File: src/rtl/aes_round_ctrl.sv
// Round sequencer for the iterative AES-128 datapath: init, ten rounds spaced LAT+1 cycles, ciphertext capture.
// Issues only enables, round number and round constant; all outputs are registered.
module aes_round_ctrl #(
  parameter int LAT = 3
) (
  input  logic       clk,
  input  logic       rst_n,
  input  logic       load,
  output logic [3:0] round,
  output logic [7:0] rcon,
  output logic       init_en,
  output logic       step_en,
  output logic       final_rnd,
  output logic       ct_en,
  output logic       busy,
  output logic       done
);

  typedef enum logic [2:0] {IDLE, INIT, WAIT, STEP, DONE} state_t;

  localparam logic [3:0] CNT_INIT = 4'(LAT - 1);

  state_t     state;
  logic [3:0] cnt;
  logic       ls1, ls2, ls3;
  logic       fall, rise;

  assign fall = ls3 & ~ls2;
  assign rise = ~ls3 & ls2;

  always_ff @(posedge clk or negedge rst_n) begin
    if (!rst_n) begin
      ls1       <= 1'b0;
      ls2       <= 1'b0;
      ls3       <= 1'b0;
      state     <= IDLE;
      cnt       <= 4'd0;
      round     <= 4'd0;
      rcon      <= 8'h00;
      init_en   <= 1'b0;
      step_en   <= 1'b0;
      ct_en     <= 1'b0;
      final_rnd <= 1'b0;
      busy      <= 1'b0;
      done      <= 1'b0;
    end else begin
      ls1     <= load;
      ls2     <= ls1;
      ls3     <= ls2;
      init_en <= 1'b0;
      step_en <= 1'b0;
      ct_en   <= 1'b0;

      case (state)
        IDLE: begin
          if (fall) begin
            state   <= INIT;
            init_en <= 1'b1;
            busy    <= 1'b1;
          end
        end

        INIT, WAIT, STEP: begin
          if (rise) begin
            // Host re-asserted load mid-run: drop the run without further pulses.
            state     <= IDLE;
            cnt       <= 4'd0;
            round     <= 4'd0;
            rcon      <= 8'h00;
            final_rnd <= 1'b0;
            busy      <= 1'b0;
            done      <= 1'b0;
          end else if (state == INIT) begin
            state <= WAIT;
            round <= 4'd1;
            rcon  <= 8'h01;
            cnt   <= CNT_INIT;
          end else if (state == WAIT) begin
            if (cnt != 4'd0) begin
              cnt <= cnt - 4'd1;
            end else begin
              state   <= STEP;
              step_en <= (round != 4'd10);
              ct_en   <= (round == 4'd10);
            end
          end else if (round != 4'd10) begin
            state     <= WAIT;
            round     <= round + 4'd1;
            // GF(2^8) doubling: 80 -> 1B -> 36 for the last two rounds.
            rcon      <= {rcon[6:0], 1'b0} ^ (rcon[7] ? 8'h1b : 8'h00);
            final_rnd <= (round == 4'd9);
            cnt       <= CNT_INIT;
          end else begin
            state     <= DONE;
            final_rnd <= 1'b0;
            busy      <= 1'b0;
            done      <= 1'b1;
          end
        end

        DONE: begin
          if (rise) begin
            state <= IDLE;
            done  <= 1'b0;
            round <= 4'd0;
            rcon  <= 8'h00;
          end
        end

        default: begin
          state <= IDLE;
        end
      endcase
    end
  end

endmodule

File: config.mk
export PLATFORM = sky130hd
export DESIGN_NAME = aes_round_ctrl
export DESIGN_NICKNAME = d
export VERILOG_FILES = /design/src/rtl/aes_round_ctrl.sv
export SDC_FILE = /design/constraint.sdc
export NUM_CORES = 1
export LEC_CHECK = 0
export ABC_AREA = 1
export CAP_MARGIN = 40
export CORE_ASPECT_RATIO = 0.5
export CORE_MARGIN = 2
export CORE_UTILIZATION = 35
export CTS_CLUSTER_DIAMETER = 30
export CTS_CLUSTER_SIZE = 16
export DETAILED_ROUTE_END_ITERATION = 10
export DONT_BUFFER_PORTS = 1
export HOLD_SLACK_MARGIN = 0.05
export SLEW_MARGIN = 10
export SYNTH_ARGS = -nofsm -noshare
export SYNTH_HDL_FRONTEND = slang
export SYNTH_SLANG_ARGS = --single-unit
export TNS_END_PERCENT = 1
File: constraint.sdc
create_clock -name clk -period 2.25 [get_ports clk]
set_input_delay 0.3375 -clock clk [delete_from_list [all_inputs] [get_ports clk]]
set_output_delay 0.3375 -clock clk [all_outputs]
set_load 0.03 [all_outputs]
==> impl_results.md, run 1 <==
- Syn avg cell area: 7.50 µm²
- Max Used Layer: met4
- Maxcap violations: 0
- Status: complete, no violations
- Initial Util: between 30% and 40%
- Critical path required time: 2410 ps
- CP max FO: 15
- Power Dens Cells: around 1300 mW/mm²
- Register area share after synthesis: 45.2%
- Switching Share: 49.2%
- Met2 routed WL: about 1.4 mm
- P_sw: around 1.1 mW
- Finished Layout Cells: 268
- Worst Hold Class: in -> reg
- CP startpoint kind: flip-flop
- Yosys Warn Count: 0
- Vias per inst: 4.65
- Worst-Margin Slew: roughly 540 ps
- P_int: 1.10 mW
- Flops & latches, synth: 28
- Total core area: between 0.004 and 0.005 mm²
- DRT antenna net count: 0
- # DRC: 0
- Drt pass-1 iters: 4
- Share of cells above drive strength 1: 9.48%
- Routed WL per cell: approximately 11 µm
- Final setup fails: 0
- Clock transition at path regs: about 90 ps
- Number of port buffers: 0
- Overflow left after global routing: 0
- TritonCTS clock tree: done
- Register Area: 701 µm²
- M1 wire length: ~1.4 mm
- Clock share of power: 12.2%
- Setup TNS Final: 0 ps
- P_leak: 0.918 nW
- Initial DRC Count: 52
- Max Fclk: approximately 540 MHz
- CTS Hold Bufs: 2
- Crit. End Element: flip-flop
- Gr usage total: 13.1%
- H-tree levels: 1
- Clock Path Buffers: 2
- CTS resizes: 0
- Fin. Hold Viols: 0
- Setup ws final: 397 ps
- Syn_nets: 215
- Area occupied by multi-input gates: 717 µm²
- Combinational power share: a little under half
- Area share of the largest cell type after synthesis: 45.2%
- Met3 wire length: 142 µm
- Antenna violations before repair: 0
- Ranking of synthesized cells by area: dfrtp_1 45%, nand2_1 16%, nand3_1 7.4%
- DIE AREA: 0.00501 mm²
- Pre-CTS setup slack: 422 ps
- Area grow syn2layout: 9.03%
- Height of the die: slightly above 50 µm
- FILL cells: 472
- Vias: 1245
- Rows: 17
- Minimum clock period: 1850 ps
- Hold_ws: 91.8 ps
- Crit Path Class: reg -> reg
- Root buffer cell: clkbuf_8
- Final Max Tran Viols: 0
- Critical Path AT: 2010 ps
- Gpl congestion: 0.790
- Final nets: about 220
- Synthesized area: 0.00155 mm²
- IO Count: 21
- Detailed Place HPWL: 2.19 mm
- Count of different cell masters after synthesis: 20
- Diode count: 0
- Syn Inst Count: 207
- First-pass GRT wire length: 5.23 mm
- Sequential share of power: 42.4%
- TritonCTS buffer count: 3
- Largest area contributor in the netlist: dfrtp_1
- Clock Skews: ~3.2 ps
- Worst skew pair latency: around 270 ps
- DP Cell Count: 263
- Final WL: 3.00 mm
- Largest net degree at the start of global routing: 29
- Number of global-route vias before repair: 1146
- Peak VDD IR: ~510 µV
- RSZ-0062 raised after global routing: false
- Rel. slew slack: 64.1%
- Tcrit/Tclk final: about 82%
- Die width: 98.2 µm
- Postcts setup bufs: 0
- Clock sinks: 28
-- sequential cells by signal, indices dropped and copies added (netlist names), 3 cells and up --
signal,count
cnt,4
state,3
rcon,8
round,4
-- routing by layer --
metal,global-route usage (%),vias up
met5,0,-
met4,3.42,0
met3,4.38,2
met2,21.3,17
met1,16.9,573
li1,-,653
-- cells in the mapped netlist, drive strengths merged --
cell type,instances
inv,27
a21oi,2
buf,4
dfrtp,28
xnor2,4
o21ai,4
clkbuf,1
nand3,26
nand4,6
nor2,28
nand2,72
ha,5
-- metrics by stage --
step / cell area (µm²) / utilization [%] / power, mW
floorplan: 1550 / - / 1.71
global placement: 1620 / 37.3 / 1.89
detailed placement: 1620 / 37.3 / 1.90
CTS: 1690 / 39.0 / 2.19
global route: 1690 / 39.0 / 2.38
finish: 1690 / 39.0 / 2.16
-- path summary, 6_finish.rpt --
path,from,to,slack (ps),cells after the start
hold / removal,load,ls1,90,0
hold reg to reg,ls1,ls2,350,0
setup / recovery,ls3,rcon[6],400,6
max in group asynchronous,rst_n,rcon[0],1610,2
min in group asynchronous,rst_n,state[0],490,2
setup reg to reg,ls3,rcon[6],400,6
-- kinds of logic (layout without fill, tap and decap cells) --
family,Yosys count,count (layout),share of synthesized area [%]
simple gates,132,132,37.7
xor+xnor,4,4,2.26
compound gates,6,6,2.18
flops,28,28,45.2
fa+ha+maj,5,5,4.03
buf+inv,32,36,8.63
-- placed cells by master, fill, tap and decap left out, types with 2 or more instances in the layout --
cell type and count:
clkbuf_8 3, ha_1 5, nand3_1 23, nand4_1 6, nand2_2 4, buf_4 4
nand2_1 68, nand3_2 3, o21ai_0 3, inv_1 26, nor2_1 25, a21oi_1 2
nor2_4 2, dfrtp_1 28, xnor2_1 4
-- final cells by class --
class,instances,share of cell area (%)
Tap cell,57,4.22
Clock buffer,3,2.44
Multi-Input combinational cell,147,42.4
Sequential cell,28,41.4
Inverter,27,5.99
Timing Repair Buffer,6,3.55
-- critical path, stage by stage, from the launching register on --
cell and delay, ps:
dfrtp_1 380, inv_1 50, nand2_1 310, o21ai_2 560
nand2_2 260, nand2_1 120, nand2_1 60
-- power groups by stage --
stage | Sequential, mW | Combinational (mW) | Clock, mW
after floorplan | 0.974 | 0.740 | 0
after global placement | 0.928 | 0.961 | 0
after detailed placement | 0.930 | 0.966 | 0
after CTS | 0.918 | 0.995 | 0.277
after global routing | 0.939 | 1.14 | 0.306
final | 0.916 | 0.982 | 0.264
Power figures use the tool's default switching activity.
==> run 2: changes to the inputs <==
==> constraint.sdc (replaced) <==
create_clock -name clk -period 1.7 [get_ports clk]
set_input_delay 0.255 -clock clk [delete_from_list [all_inputs] [get_ports clk]]
set_output_delay 0.255 -clock clk [all_outputs]
set_load 0.03 [all_outputs]
==> run 2 against run 1 <==
  * Cell count increased by 2.2%
  * Clock-buffer cell count did not move
  * Clock skew up 0.98 ps
  * First-iteration DRC count increased by 27%
  * Highest routed layer unchanged
==> impl_results.md, run 2 (synthesis gave the netlist of run 1 again) <==
- Status: complete, no violations
- Setup TNS Final: 0 ps (unchanged)
- Diode count: 0 (unchanged)
- Antenna violations before repair: 0 (unchanged)
- Crit Path Class: reg -> reg
- First-pass GRT wire length: 5.62 mm (+7.4%)
- Crit-path slowest cell: dfrtp_1
- Rel. slew slack: 65.4% (+1.2 points)
- Hold_ws: 351 ps (+260 ps)
- Area grow syn2layout: 13.9%
- Maxcap violations: 0 (unchanged)
- Number of global-route vias before repair: 1250 (+9.1%)
- Root buffer cell: clkbuf_8
- Final Max Tran Viols: 0 (unchanged)
- Total core area: 0.00434 mm² (unchanged)
- P_leak: 0.956 nW (+4.0%)
- Final WL: 3.17 mm (+5.7%)
- CP startpoint: round[0]
- Vias: 1261 (+1.3%)
- RSZ-0062 raised after global routing: false
- Initial DRC Count: 66 (+27%)
- Reg2Reg Depth: 8 (+2)
- Max Fclk: 679 MHz (+26%)
- Clock Skews: 4.19 ps (+0.981 ps)
- Crit. End Element: flip-flop
- Routed WL per cell: 11.6 µm (+3.4%)
- Vias per inst: 4.60 (-0.93%)
- Reg-to-Reg Start: round[0]
- Number of port buffers: 0 (unchanged)
- Final nets: 226 (+2.3%)
- Initial Util: 35.8% (unchanged)
- TritonCTS buffer count: 3 (unchanged)
- DRT antenna net count: 0 (unchanged)
- Setup ws final: 228 ps (-169 ps)
- Top Registers: rcon: 8 flops, cnt: 4 flops, round: 4 flops
- Clock Path Buffers: 2 (unchanged)
- Largest net degree at the start of global routing: 29 (unchanged)
- Cell Chain, Critical Path: inv_1 > ha_1 > inv_1 > nor2_1 > nand3_2 > buf_4 > nand3_1 > nand2_1
- CP Capture Point: rcon[4]
- Overflow left after global routing: 0 (unchanged)
- Worst skew pair latency: 280 ps (about the same)
- Worst R2R Setup Slack: 230 ps (-170 ps)
- DIE AREA: 0.00501 mm² (unchanged)
- Tcrit/Tclk final: 86.6% (+4.2 points)
- CP max FO: 10 (-5)
- Clock sinks: 28 (unchanged)
- Most frequent cells in the layout: 68 x nand2_1, 28 x dfrtp_1, 26 x inv_1
- Critical path required time: 1870 ps (-540 ps)
- Share of cells above drive strength 1: 12.0% (+2.5 points)
- IO Count: 21 (unchanged)
- Peak VDD IR: 553 µV (+9.5%)
- H-tree levels: 1 (unchanged)
- Delay of the slowest cell on the worst path: 390 ps (-170 ps)
- Top reg by flops: rcon
- Minimum clock period: 1470 ps (-381 ps)
- Gpl congestion: 0.776 (-1.7%)
- Gr usage total: 13.8% (+0.73 points)
- Rows: 17 (unchanged)
- Total Power: 3.11 mW (+44%)
- Clock transition at path regs: 100 ps (about the same)
- Power Dens Cells: 1760 mW/mm² (+38%)
- Postcts setup bufs: 0 (unchanged)
- CP startpoint kind: flip-flop
- Max FFs per register: 8 (unchanged)
- Final setup fails: 0 (unchanged)
- Fin. Hold Viols: 0 (unchanged)
- Worst-Margin Slew: 520 ps (-17.0 ps)
- Crit path top cell by count: inv_1
- RR Endpoint: rcon[4]
- Critical Path AT: 1650 ps (-360 ps)
- Pre-CTS setup slack: 197 ps (-225 ps)
- Die width: 98.2 µm (unchanged)
- Commonest non-fill, non-tap cell in the layout: nand2_1
- Height of the die: 51.1 µm (unchanged)
- Worst Hold Class: reg -> reg
- Drt pass-1 iters: 4 (unchanged)
- # DRC: 0 (unchanged)
- Hold_sp: ls1
- Detailed Place HPWL: 2.31 mm (+5.4%)
- TritonCTS clock tree: done
## run 2: timing repair
action	in CTS	in global routing
endpoints found under the setup margin	0	4
hold buffers	3	0
endpoints found under the hold margin	29	0
gates resized for setup	0	1
## run 2: through the flow
step	std cells	util [%]	cell area, µm²
4_1_cts	274	40.6	1760
6_report	274	40.7	1770
3_5_place_dp	267	38.0	1650
5_1_grt	274	40.7	1770
3_3_place_gp	267	38.0	1650
2_1_floorplan	207	-	1550
## run 2: how the worst min path moves through the flow
| stage | end | slack (ps) | cells after the start |
|---|---|---|---|
| CTS | ls2 | 360 | 0 |
| finish | ls2 | 350 | 0 |
| detailed placement | rcon[1] | -40 | 0 |
| floorplan | busy | -40 | 0 |
| global placement | rcon[1] | -40 | 0 |
| global route | ls2 | 370 | 0 |
## run 2: layer usage
| metal | vias to the layer above | global-route usage [%] | part of all wire, % | routed length, µm |
|---|---|---|---|---|
| li1 | 663 | - | - | - |
| met1 | 583 | 17.7 | 50 | 1590 |
| met2 | 13 | 24.0 | 46 | 1460 |
| met3 | 2 | 3.83 | 3.2 | 102 |
| met4 | 0 | 2.51 | 0.47 | 15 |
| met5 | - | 0 | 0 | 0 |
## run 2: cell type report
class / instances / area (µm²)
clock buffer: 3 / 41.3
clock inverter: 1 / 30.0
fill: 446 / 2570
inverter: 27 / 101
multi-input combinational: 147 / 722
sequential: 28 / 701
tap: 57 / 71.3
timing repair buffer: 11 / 100
## run 2: report_power, final
group	internal [mW]	total, mW	leakage [nW]	switching (mW)
Combinational	0.484	1.36	0.551	0.879
Sequential	0.852	1.22	0.369	0.364
Clock	0.315	0.528	0.0357	0.212
Total	1.65	3.11	0.956	1.46
## run 2: critical path: cells and delay by family (launching register included)
kind | cells | cell delay [ps]
DFF | 1 | 390
and+or+nand+nor | 4 | 530
adders and majority gates | 1 | 150
buffers and inverters | 3 | 310
